`src/rtl/mio_bus.sv`:
```
// mio_bus: CPU data-side responder for synchronous RAM, LEDs, switches and timer.
// Define MIO_TIMER_EN to build the down-counter timer at 0xF000_0008.
module mio_bus #(
    parameter int RAM_AW = 10
) (
    input  logic              clk,
    input  logic              reset,
    input  logic              CPU_MIO,
    input  logic              mem_w,
    input  logic [31:0]       addr,
    input  logic [31:0]       wdata,
    input  logic [2:0]        dm_ctrl,
    output logic [31:0]       rdata,
    output logic              MIO_ready,
    output logic              bus_err,
    output logic              ram_en,
    output logic [3:0]        ram_we,
    output logic [RAM_AW-1:0] ram_addr,
    output logic [31:0]       ram_wdata,
    input  logic [31:0]       ram_rdata,
    input  logic [15:0]       sw_in,
    output logic [15:0]       led_out,
    output logic              timer_irq
);

    typedef enum logic [1:0] {IDLE, RD_WAIT, RESP} state_t;

    localparam logic [31:0] LED_A = 32'hF000_0000;
    localparam logic [31:0] SW_A  = 32'hF000_0004;
    localparam logic [31:0] TMR_A = 32'hF000_0008;

    state_t      state_q, state_d;
    logic [31:0] rdata_q, rdata_d;
    logic        err_q, err_d;
    logic [15:0] led_q, led_d;

    logic is_half, is_byte, is_ram;
    logic hit_led, hit_sw, hit_tmr;
    logic misal, err, ram_ld, req;

    function automatic logic [31:0] fmt_load(
        input logic [31:0] w,
        input logic [1:0]  off,
        input logic [2:0]  c
    );
        logic [15:0] h;
        logic [7:0]  b;
        h = off[1] ? w[31:16] : w[15:0];
        b = w[{off, 3'b000} +: 8];
        case (c)
            3'b001:  fmt_load = {{16{h[15]}}, h};
            3'b010:  fmt_load = {16'h0, h};
            3'b011:  fmt_load = {{24{b[7]}}, b};
            3'b100:  fmt_load = {24'h0, b};
            default: fmt_load = w;
        endcase
    endfunction

    always_comb begin
        is_half = (dm_ctrl == 3'b001) || (dm_ctrl == 3'b010);
        is_byte = (dm_ctrl == 3'b011) || (dm_ctrl == 3'b100);
        is_ram  = (addr[31:28] == 4'h0);
        hit_led = (addr == LED_A);
        hit_sw  = (addr == SW_A);
`ifdef MIO_TIMER_EN
        hit_tmr = (addr == TMR_A);
`else
        hit_tmr = 1'b0;
`endif
        // peripherals are matched by exact word address, so only RAM can be misaligned
        misal  = is_ram & ((is_half & addr[0]) |
                 (~is_half & ~is_byte & (|addr[1:0])));
        err    = misal | ~(is_ram | hit_led | hit_sw | hit_tmr);
        ram_ld = is_ram & ~misal & ~mem_w;
        req    = (state_q == IDLE) & CPU_MIO;
    end

`ifdef MIO_TIMER_EN
    logic [31:0] cnt_q, cnt_d;
    logic        irq_q, irq_d;
    logic        tmr_wr;

    assign tmr_wr = req & mem_w & hit_tmr;

    always_comb begin
        cnt_d = cnt_q;
        irq_d = 1'b0;
        if (tmr_wr) begin
            cnt_d = wdata;
        end else if (cnt_q != 32'd0) begin
            cnt_d = cnt_q - 32'd1;
            irq_d = (cnt_q == 32'd1);
        end
    end

    always_ff @(posedge clk or negedge reset) begin
        if (!reset) begin
            cnt_q <= '0;
            irq_q <= 1'b0;
        end else begin
            cnt_q <= cnt_d;
            irq_q <= irq_d;
        end
    end

    assign timer_irq = irq_q;
`else
    assign timer_irq = 1'b0;
`endif

    always_ff @(posedge clk or negedge reset) begin
        if (!reset) begin
            state_q <= IDLE;
            rdata_q <= '0;
            err_q   <= 1'b0;
            led_q   <= '0;
        end else begin
            state_q <= state_d;
            rdata_q <= rdata_d;
            err_q   <= err_d;
            led_q   <= led_d;
        end
    end

    always_comb begin
        state_d = state_q;
        unique case (state_q)
            IDLE: begin
                if (CPU_MIO) begin
                    state_d = ram_ld ? RD_WAIT : RESP;
                end
            end
            RD_WAIT: state_d = RESP;
            RESP:    state_d = IDLE;
            default: state_d = IDLE;
        endcase
    end

    // result registers only change on the way into RESP, so rdata holds otherwise
    always_comb begin
        rdata_d = rdata_q;
        err_d   = 1'b0;
        led_d   = led_q;
        unique case (state_q)
            IDLE: begin
                if (CPU_MIO && !ram_ld) begin
                    err_d   = err;
                    rdata_d = '0;
                    if (!mem_w && !err) begin
                        if (hit_led) rdata_d = {16'h0, led_q};
                        if (hit_sw)  rdata_d = {16'h0, sw_in};
`ifdef MIO_TIMER_EN
                        if (hit_tmr) rdata_d = cnt_q;
`endif
                    end
                    if (mem_w && hit_led) led_d = wdata[15:0];
                end
            end
            RD_WAIT: rdata_d = fmt_load(ram_rdata, addr[1:0], dm_ctrl);
            default: ;
        endcase
    end

    always_comb begin
        ram_en = 1'b0;
        ram_we = 4'b0000;
        if (req && is_ram && !misal) begin
            ram_en = 1'b1;
            if (mem_w) begin
                if (is_byte)      ram_we = 4'b0001 << addr[1:0];
                else if (is_half) ram_we = addr[1] ? 4'b1100 : 4'b0011;
                else              ram_we = 4'b1111;
            end
        end
    end

    always_comb begin
        if (is_byte)      ram_wdata = {4{wdata[7:0]}};
        else if (is_half) ram_wdata = {2{wdata[15:0]}};
        else              ram_wdata = wdata;
    end

    assign ram_addr  = addr[RAM_AW+1:2];
    assign rdata     = rdata_q;
    assign bus_err   = err_q;
    assign MIO_ready = (state_q == RESP);
    assign led_out   = led_q;

endmodule

```
`config.mk`:
```
export PLATFORM = sky130hd
export DESIGN_NAME = mio_bus
export DESIGN_NICKNAME = d
export VERILOG_FILES = /design/src/rtl/mio_bus.sv
export SDC_FILE = /design/constraint.sdc
export NUM_CORES = 1
export LEC_CHECK = 0
export CAP_MARGIN = 15
export CORE_MARGIN = 2
export CORE_UTILIZATION = 43
export CTS_CLUSTER_SIZE = 12
export DETAILED_ROUTE_END_ITERATION = 7
export PLACE_DENSITY = 0.88
export SLEW_MARGIN = 5
export SYNTH_ARGS = -nofsm -noshare
export SYNTH_HDL_FRONTEND = slang
export SYNTH_SLANG_ARGS = --single-unit
export TNS_END_PERCENT = 30
```
`constraint.sdc`:
```
create_clock -name clk -period 7.44 [get_ports clk]
set_input_delay 1.488 -clock clk [delete_from_list [all_inputs] [get_ports clk]]
set_output_delay 1.488 -clock clk [all_outputs]
set_load 0.02 [all_outputs]
```
==> results.ini, run 1 <==
[synth]
synth_top_area_cell = dfrtp_1
ys.flop_type = dfrtp_1
mappedNetlistArea_um2 = 3930
avgSynthCellArea_um2 = 8.94
yosysWarnings = 0
synth_cell_types = 54
synth_area_leaders = dfrtp_1 32%, mux2_2 11%, a221o_1 6.4%
synth_edf_count = 0
synthArstFlopShare_pct = 100
seq_area_frac_synth_pct = 32.5
synth_common_cells = 51 x dfrtp_1, 46 x nand2_1, 39 x mux2_2, 35 x o21ai_0, 26 x nor2_1
synthCells = 440
synthesis.nets = 559
ys_ff_latch = 51
synth.most_common_cell = dfrtp_1
synth_top_area_share_pct = 32.5

[critical_path]
reg2reg_from = state_q[0]$_DFFE_PN0P_
worst_path_max_delay_cell = clkdlybuf4s50_1
crit_path_max_incr_delay_ns = 0.99
startpoint_type = primary input
r2r-end = rdata[19]$_DFFE_PN0P_
crit_arrival_ns = 4.56
rrSetupSlack_ns = 5.40
crit_buf_inv = 3
crit_path_cell_trace = clkdlybuf4s50_1 > buf_4 > nor2b_1 > a21oi_1 > a21oi_2 > nand4_1 > a21oi_1 > clkdlybuf4s50_1
r2r_cells = 4
cp_top_family = buffers and inverters
crit_required_ns = 5.95
crit_type = in2out
worstPathMaxFanout = 25
end_kind = primary output

[clock_tree]
clk_latency_ns = 0.31
clock-sinks = 51
cts_setup_buffers = 0
ctsResizeCount = 0
cts.htree.levels = 2
cts_buffers = 5
postCtsHoldBufs = 0
clock_path_buffers = 2
clockRootBuffer = clkbuf_8
cts_tree = built
clk_pin_slew_worst_paths_ns = 0.09

[grt]
antenna_found_initial = 0
grt_overflow = 0
grtUsageTotal_pct = 28.6
grt_pass1_wl_um = 22200
grt_max_degree = 52
grt_pass1_vias = 4084

[floorplanning]
initial_core_util_pct = 44.7
fp.dieH_um = 99.6
die_w_um = 99.6
io_pins = 217
die-area_um2 = 9930
rows = 34
core_area_um2 = 8810

[power_and_ir_drop]
power.share.switching_pct = 30.8
finalPower_mw = 0.711
combPwrFrac_pct = 35.7
leakagePower_nw = 2.48
cellPowerDensity_nw_per_um2 = 117
ir_drop_mv = 0.0919
clock_power_share_pct = 24.9
netSwitchingPower_mw = 0.219
seqPwrFrac_pct = 39.5
internal-power_mw = 0.492

[timing]
relSlewSlack_pct = 27.1
finalMaxSlewViolations = 0
fin_tns_setup_ns = 0
rsz0062_at_grt = false
finClkSkew_ns = 0.00974
setup_viol = 0
fin_crit_sh_pct = 81.3
hold_viol = 0
fmax_mhz = 165
tightest_slew_ns = 1.09
period_needed_ns = 6.05

[route]
drc_errors = 0
dr.pass1.iters = 5
routed_wl_um = 14600
first_iter_violations = 297
postRouteAntennaNets = 0
via_per_inst = 5.91
wl_per_cell_um = 20.2
via_count = 4273

[placed_design]
hpwl_um = 11200
numPortBuffers = 215
place.gp.congestion = 0.981
place_area_um2 = 5960

[cells_and_area]
nets = 733
drive_gt1_share_pct = 12.5
fillers = 684
stdcell_area_um2 = 6100
insertedDiodeCount = 0
syn2layout_area_growth_pct = 55.1

[worst_hold_path]
min_path_type = reg2reg
worstHoldPathCells = 1
holdPathEnd = rdata[17]$_DFFE_PN0P_
hold_path.startpoint = rdata[17]$_DFFE_PN0P_

[outcome]
status = finished clean

[run]
drv_cap = 0

## layer usage
layer	vias up	part of all wire (%)	GRT usage (%)
li1	1957	-	-
met1	2053	40	37.5
met2	243	50	49.6
met3	20	8.4	4.99
met4	0	1.6	5.69
met5	-	0	0
## how the worst max path moves through the flow
stage,start,end,slack [ns],cells past startpoint
floorplan,dm_ctrl[1],ram_wdata[31],2.86,6
global placement,dm_ctrl[1],ram_we[0],1.57,8
detailed placement,dm_ctrl[1],ram_we[0],1.45,8
CTS,dm_ctrl[1],ram_we[0],1.43,8
global route,dm_ctrl[1],ram_we[0],1.13,8
finish,dm_ctrl[1],ram_we[0],1.39,8
## cell type report
| type | count | area (um2) | area share, % |
|---|---|---|---|
| clock inverter | 1 | 7.51 | 0.123 |
| tap | 108 | 135 | 2.22 |
| sequential | 51 | 1280 | 20.9 |
| timing repair buffer | 222 | 2210 | 36.3 |
| multi-input combinational | 323 | 2330 | 38.2 |
| inverter | 11 | 41.3 | 0.677 |
| clock buffer | 7 | 96.3 | 1.58 |
## sequential cells by signal, summed over array words and instances (netlist names)
register  flops
bus_err       1
led_out      16
rdata        32
state_q       2
## stage by stage
stage | std cells | utilization, % | worst slack, ns | hold WS, ns
after global routing | 723 | 69.3 | 1.13 | 0.526
after detailed placement | 713 | 67.7 | 1.45 | 0.474
after CTS | 721 | 68.9 | 1.43 | 0.502
after global placement | 713 | 67.7 | 1.57 | 0.480
final | 723 | 69.3 | 1.39 | 0.497
after floorplan | 440 | - | 2.86 | 0.597
## cells by family (layout without fill, tap and decap cells)
| logic type | count (synthesis) | after routing | share of synthesized area [%] |
|---|---|---|---|
| and+or+nand+nor | 134 | 134 | 17.9 |
| AOI/OAI and AO/OA | 128 | 128 | 23.0 |
| buffers and inverters | 66 | 241 | 8.75 |
| muxes | 58 | 58 | 17.3 |
| DFF | 51 | 51 | 32.5 |
| xor gates and xnor gates | 2 | 2 | 0.446 |
| other | 1 | 1 | 0.0954 |
## power groups by stage
stage	combinational, mW	sequential [mW]	clock (mW)
2_1_floorplan	0.116	0.288	0
4_1_cts	0.251	0.281	0.178
3_3_place_gp	0.244	0.286	0
3_5_place_dp	0.250	0.286	0
5_1_grt	0.269	0.281	0.189
6_report	0.254	0.281	0.177
## cells in the final DEF, fill, tap and decap left out, types with 3 or more instances in the layout
| cell | n |
|---|---|
| clkbuf_8 | 7 |
| buf_4 | 6 |
| o2bb2ai_1 | 16 |
| a31oi_1 | 8 |
| a221o_1 | 25 |
| mux2_2 | 39 |
| inv_1 | 11 |
| o21ai_0 | 35 |
| a21oi_1 | 17 |
| nor4b_1 | 3 |
| nand2_1 | 46 |
| nor2b_1 | 12 |
| nand3_1 | 14 |
| nor2_1 | 26 |
| dfrtp_1 | 51 |
| or3_1 | 7 |
| nor4_1 | 3 |
| mux2_4 | 10 |
| nor3b_1 | 3 |
| mux2i_1 | 9 |
| clkdlybuf4s50_1 | 213 |
| o211ai_1 | 14 |
## worst reg2reg max path: stages (launching register included)
cell,delay (ns)
dfrtp_1,0.43
nor2b_1,0.66
o311ai_2,0.42
buf_4,0.29
o2bb2ai_1,0.16
No activity file was read; power rests on OpenSTA's default activity.
==> run 2: changes to the inputs <==
CORE_UTILIZATION = 40   (was 43)
PLACE_DENSITY = 0.83   (was 0.88)
clock period = 5.85 ns   (was 7.44 ns; I/O delays follow)
==> run 2 against run 1 <==
Effect of this change:
- via count shrank 2.4%
- die area grew 7.2%
- combinational power grew 26%
- core utilization shrank 5.5 points
- cell count grew 3.7%
- clock power grew 45%
- clock skew shrank 0.00062 ns
- worst setup slack lost 0.67 ns
- wire length shrank 1.1%
- largest cell class unchanged
- sequential cell count is the same
==> results.ini, run 2 (synthesized netlist as in run 1, its figures left out) <==
[outcome]
status = finished clean  ; unchanged

[route]
postRouteAntennaNets = 0  ; unchanged
dr.pass1.iters = 5  ; unchanged
drc_errors = 0  ; unchanged
first_iter_violations = 172  ; was 297
routed_wl_um = 14400  ; was 14600 um
via_per_inst = 5.56  ; was 5.91
via_count = 4172  ; was 4273
wl_per_cell_um = 19.2  ; was 20.2 um

[cells_and_area]
final_common_cell = clkdlybuf4s50_1  ; unchanged
nets = 735  ; was 733
syn2layout_area_growth_pct = 56.3  ; was 55.1%
fin_util_pct = 63.7  ; was 69.3%
final_cell_mix = 213 x clkdlybuf4s50_1, 51 x dfrtp_1, 46 x nand2_1, 39 x mux2_2, 35 x o21ai_0  ; unchanged
largest_reg_flops = 32  ; unchanged
drive_gt1_share_pct = 12.8  ; was 12.5%
instances_no_fill = 750  ; was 723
insertedDiodeCount = 0  ; unchanged

[floorplanning]
initial_core_util_pct = 40.8  ; was 44.7%
die-area_um2 = 10600  ; was 9930 um2
die_w_um = 103  ; was 99.6 um
rows = 36  ; was 34
core_area_um2 = 9640  ; was 8810 um2
fp.dieH_um = 103  ; was 99.6 um
io_pins = 217  ; unchanged

[grt]
grt_pass1_vias = 3985  ; was 4084
grt_overflow = 0  ; unchanged
grtUsageTotal_pct = 26.1  ; was 28.6%
grt_max_degree = 52  ; unchanged
antenna_found_initial = 0  ; unchanged
grt_pass1_wl_um = 21400  ; was 22200 um

[placed_design]
dp_worst_setup_slack_ns = 0.772  ; was 1.45 ns
numPortBuffers = 215  ; unchanged
hpwl_um = 11100  ; was 11200 um
place.gp.congestion = 0.931  ; was 0.981
place_inst = 740  ; was 713

[clock_tree]
clk_latency_ns = 0.31  ; about the same
cts_buffers = 5  ; unchanged
clockRootBuffer = clkbuf_8  ; unchanged
clock-sinks = 51  ; unchanged
cts_setup_buffers = 0  ; unchanged
postCtsHoldBufs = 0  ; unchanged
clk_pin_slew_worst_paths_ns = 0.09  ; about the same
ctsResizeCount = 0  ; unchanged
cts.htree.levels = 2  ; unchanged
cts_tree = built  ; unchanged
clock_path_buffers = 2  ; unchanged

[timing]
hold_viol = 0  ; unchanged
hold_ws_ns = 0.502  ; was 0.497 ns
relSlewSlack_pct = 23.6  ; was 27.1%
fin_ws_ns = 0.720  ; was 1.39 ns
fin_tns_setup_ns = 0  ; unchanged
tightest_slew_ns = 1.14  ; was 1.09 ns
fmax_mhz = 195
finClkSkew_ns = 0.00912  ; was 0.00974 ns
finalMaxSlewViolations = 0  ; unchanged
period_needed_ns = 5.13
rsz0062_at_grt = false  ; unchanged
fin_crit_sh_pct = 87.7
setup_viol = 0  ; unchanged

[power_and_ir_drop]
combPwrFrac_pct = 34.3  ; was 35.7%
cellPowerDensity_nw_per_um2 = 152  ; was 117 nW/um2
leakagePower_nw = 2.49  ; was 2.48 nW
power.share.switching_pct = 30.6  ; was 30.8%
internal-power_mw = 0.648  ; was 0.492 mW
clock_power_share_pct = 27.5  ; was 24.9%
netSwitchingPower_mw = 0.286  ; was 0.219 mW
seqPwrFrac_pct = 38.2  ; was 39.5%
ir_drop_mv = 0.0939  ; was 0.0919 mV

[critical_path]
crit_required_ns = 4.68  ; was 5.95 ns
worstPathMaxFanout = 24  ; was 25
crit_arrival_ns = 3.96  ; was 4.56 ns
crit_type = in2out  ; unchanged
end_kind = primary output  ; unchanged
startpoint_type = primary input  ; unchanged

[worst_hold_path]
min_path_type = reg2reg  ; unchanged

[run]
drv_cap = 0  ; unchanged

-- run 2: final cells by class --
class | count | area, um2
fill | 863 | 3490
clock buffer | 5 | 68.8
timing repair buffer | 224 | 2220
clock inverter | 3 | 47.5
inverter | 11 | 41.3
multi-input combinational | 323 | 2330
tap | 133 | 166
sequential | 51 | 1280
-- run 2: worst max-delay path, cell delays in order --
cell and delay, ns:
clkdlybuf4s50_1 1.00, or3b_2 0.55, and2_1 0.31, o21ai_0 0.22, a21oi_1 0.10, clkdlybuf4s50_1 0.60
-- run 2: metrics by stage --
stage	instance area [um2]	power (mW)
floorplan	3930	0.514
CTS	6120	0.934
detailed placement	6010	0.681
global placement	6010	0.676
global route	6140	0.976
finish	6140	0.934
-- run 2: per-layer routing --
layer	track usage (%)	routed length [um]	vias up
li1	-	-	1961
met4	4.96	195	0
met1	33.4	6120	2016
met3	4.95	981	17
met5	0	0	-
met2	46.3	7110	178
-- run 2: final timing paths --
check	startpoint	to	slack, ns	cells after the start
max	dm_ctrl[2]	ram_we[3]	0.72	6
min	rdata[26]$_DFFE_PN0P_	rdata[26]$_DFFE_PN0P_	0.50	1
max reg2reg	state_q[0]$_DFFE_PN0P_	rdata[6]$_DFFE_PN0P_	3.79	4
min reg2reg	rdata[26]$_DFFE_PN0P_	rdata[26]$_DFFE_PN0P_	0.50	1
max in group asynchronous	reset	rdata[26]$_DFFE_PN0P_	4.45	2
min in group asynchronous	reset	rdata[5]$_DFFE_PN0P_	0.97	2
-- run 2: power by group through the flow --
stage,clock (mW),sequential [mW],combinational (mW)
2_1_floorplan,0,0.366,0.147
3_3_place_gp,0,0.364,0.312
3_5_place_dp,0,0.364,0.317
4_1_cts,0.258,0.357,0.319
5_1_grt,0.276,0.357,0.343
6_report,0.256,0.357,0.321
==> run 3: changes to the inputs <==
clock period = 5.6 ns   (was 5.85 ns; I/O delays follow)
==> run 3 against run 2 <==
Effect of this change:
- sequential power is 4% higher
- global-route usage decreased by 0.25 points
- core utilization about the same
- non-clock buffer count increased by 1
- clock skew down 0.0021 ns
- combinational power is 5% higher
- largest power group unchanged
==> results.ini, run 3 (synthesized netlist as in run 1, its figures left out) <==
[worst_hold_path]
hold_path.startpoint = rdata[24]$_DFFE_PN0P_  ; was rdata[26]$_DFFE_PN0P_
holdPathEnd = rdata[24]$_DFFE_PN0P_  ; was rdata[26]$_DFFE_PN0P_
worstHoldPathCells = 1  ; unchanged
min_path_type = reg2reg  ; unchanged

[clock_tree]
postCtsHoldBufs = 0  ; unchanged
cts_tree = built  ; unchanged
ctsResizeCount = 0  ; unchanged
clk_pin_slew_worst_paths_ns = 0.11  ; was 0.09 ns
clock_path_buffers = 2  ; unchanged
clk_latency_ns = 0.31  ; about the same
clock-sinks = 51  ; unchanged
cts_setup_buffers = 0  ; unchanged
cts.htree.levels = 2  ; unchanged
cts_buffers = 5  ; unchanged
clockRootBuffer = clkbuf_8  ; unchanged

[floorplanning]
rows = 36  ; unchanged
initial_core_util_pct = 40.8  ; unchanged
die-area_um2 = 10600  ; unchanged
fp.dieH_um = 103  ; unchanged
core_area_um2 = 9640  ; unchanged
die_w_um = 103  ; unchanged
io_pins = 217  ; unchanged

[cells_and_area]
drive_gt1_share_pct = 12.9  ; was 12.8%
insertedDiodeCount = 0  ; unchanged
syn2layout_area_growth_pct = 56.3  ; about the same
final_cell_mix = 213 x clkdlybuf4s50_1, 51 x dfrtp_1, 46 x nand2_1, 39 x mux2_2, 35 x o21ai_0  ; unchanged
nets = 736  ; was 735
stdcell_area_um2 = 6150  ; was 6140 um2
final_common_cell = clkdlybuf4s50_1  ; unchanged
largest_reg_flops = 32  ; unchanged

[critical_path]
worstPathMaxFanout = 19  ; was 24
crit_arrival_ns = 3.82  ; was 3.96 ns
r2r_cells = 3  ; was 4
crit_required_ns = 4.48  ; was 4.68 ns
worst_path_max_delay_cell = clkdlybuf4s50_1  ; unchanged
crit_path_max_incr_delay_ns = 0.69  ; was 1.00 ns
crit_buf_inv = 3  ; was 2
end_kind = primary output  ; unchanged
r2r-end = rdata[20]$_DFFE_PN0P_  ; was rdata[6]$_DFFE_PN0P_
cp_common_cell = clkdlybuf4s50_1  ; unchanged
crit_path_cell_trace = clkdlybuf4s50_1 > buf_4 > or3b_2 > and2_1 > o21ai_0 > a21oi_1 > clkdlybuf4s50_1  ; was clkdlybuf4s50_1 > or3b_2 > and2_1 > o21ai_0 > a21oi_1 > clkdlybuf4s50_1
cp_top_family = buffers and inverters  ; unchanged
rrSetupSlack_ns = 3.57  ; was 3.79 ns
crit_type = in2out  ; unchanged
reg2reg_from = state_q[0]$_DFFE_PN0P_  ; unchanged
startpoint_type = primary input  ; unchanged

[outcome]
status = finished clean  ; unchanged

[timing]
tightest_slew_ns = 1.17  ; was 1.14 ns
hold_viol = 0  ; unchanged
relSlewSlack_pct = 21.7  ; was 23.6%
finalMaxSlewViolations = 0  ; unchanged
period_needed_ns = 4.94
finClkSkew_ns = 0.00705  ; was 0.00912 ns
rsz0062_at_grt = false  ; unchanged
fin_crit_sh_pct = 88.3
fin_tns_setup_ns = 0  ; unchanged
setup_viol = 0  ; unchanged
fmax_mhz = 202

[power_and_ir_drop]
seqPwrFrac_pct = 39.5  ; was 38.2%
netSwitchingPower_mw = 0.308  ; was 0.286 mW
ir_drop_mv = 0.0959  ; was 0.0939 mV
cellPowerDensity_nw_per_um2 = 154  ; was 152 nW/um2
leakagePower_nw = 2.50  ; was 2.49 nW
power.share.switching_pct = 32.6  ; was 30.6%
internal-power_mw = 0.637  ; was 0.648 mW
clock_power_share_pct = 25.0  ; was 27.5%
combPwrFrac_pct = 35.5  ; was 34.3%

[run]
drv_cap = 0  ; unchanged

[route]
via_per_inst = 5.52  ; was 5.56
dr.pass1.iters = 5  ; unchanged
routed_wl_um = 14000  ; was 14400 um
wl_per_cell_um = 18.6  ; was 19.2 um
drc_errors = 0  ; unchanged
first_iter_violations = 177  ; was 172
via_count = 4143  ; was 4172
postRouteAntennaNets = 0  ; unchanged

[grt]
grt_max_degree = 52  ; unchanged
grt_overflow = 0  ; unchanged
grt_pass1_vias = 3997  ; was 3985
grt_pass1_wl_um = 21100  ; was 21400 um
grtUsageTotal_pct = 25.9  ; was 26.1%
antenna_found_initial = 0  ; unchanged

[placed_design]
place_area_um2 = 6020  ; was 6010 um2
place.gp.congestion = 0.888  ; was 0.931
hpwl_um = 10800  ; was 11100 um
numPortBuffers = 215  ; unchanged

[run 3: changes by cell type in the layout (fill, tap and decap cells not counted), sizes merged]
cell,delta
buf,+1
bufinv,-1
clkinv,+1
[run 3: worst max path at each step]
stage | slack [ns] | from | cells after the start | endpoint
after global routing | 0.53 | dm_ctrl[2] | 6 | ram_wdata[15]
after detailed placement | 0.67 | dm_ctrl[2] | 7 | ram_we[3]
after floorplan | 1.76 | dm_ctrl[1] | 6 | ram_wdata[31]
after CTS | 0.66 | dm_ctrl[2] | 7 | ram_we[3]
final | 0.66 | dm_ctrl[2] | 7 | ram_we[3]
after global placement | 0.73 | dm_ctrl[2] | 7 | ram_we[3]
[run 3: power groups by stage]
| stage | clock (mW) | combinational, mW | sequential (mW) |
|---|---|---|---|
| floorplan | 0 | 0.154 | 0.383 |
| global placement | 0 | 0.326 | 0.380 |
| detailed placement | 0 | 0.332 | 0.380 |
| CTS | 0.239 | 0.333 | 0.373 |
| global route | 0.256 | 0.361 | 0.373 |
| finish | 0.236 | 0.336 | 0.373 |
[run 3: worst reg2reg max path, delay by kind of cell, from the launching register on]
kind,cells,cell delay [ns]
flops,1,0.43
compound gates,2,0.88
simple gates,1,0.63
[run 3: through the flow]
stage	utilization [%]	setup slack [ns]	cells	hold WS [ns]	power (mW)
after floorplan	-	1.76	440	0.597	0.537
after global placement	62.5	0.727	742	0.472	0.706
after detailed placement	62.5	0.665	742	0.474	0.712
after CTS	63.5	0.665	750	0.507	0.945
after global routing	63.8	0.526	751	0.517	0.990
final	63.8	0.655	751	0.503	0.944
[run 3: final cells by class]
class                           instances  area [um2]
Clock buffer                            5        68.8
Clock inverter                          3        28.8
Fill cell                             849        3490
Inverter                               11        41.3
Multi-Input combinational cell        323        2330
Sequential cell                        51        1280
Tap cell                              133         166
Timing Repair Buffer                  225        2240
[run 3: layer usage]
| layer | part of all wire, % | global-route usage, % | vias to the layer above |
|---|---|---|---|
| li1 | - | - | 1959 |
| met1 | 41 | 32.7 | 1995 |
| met2 | 50 | 45.4 | 174 |
| met3 | 8.0 | 5.36 | 15 |
| met4 | 1.1 | 6.17 | 0 |
| met5 | 0 | 0 | - |
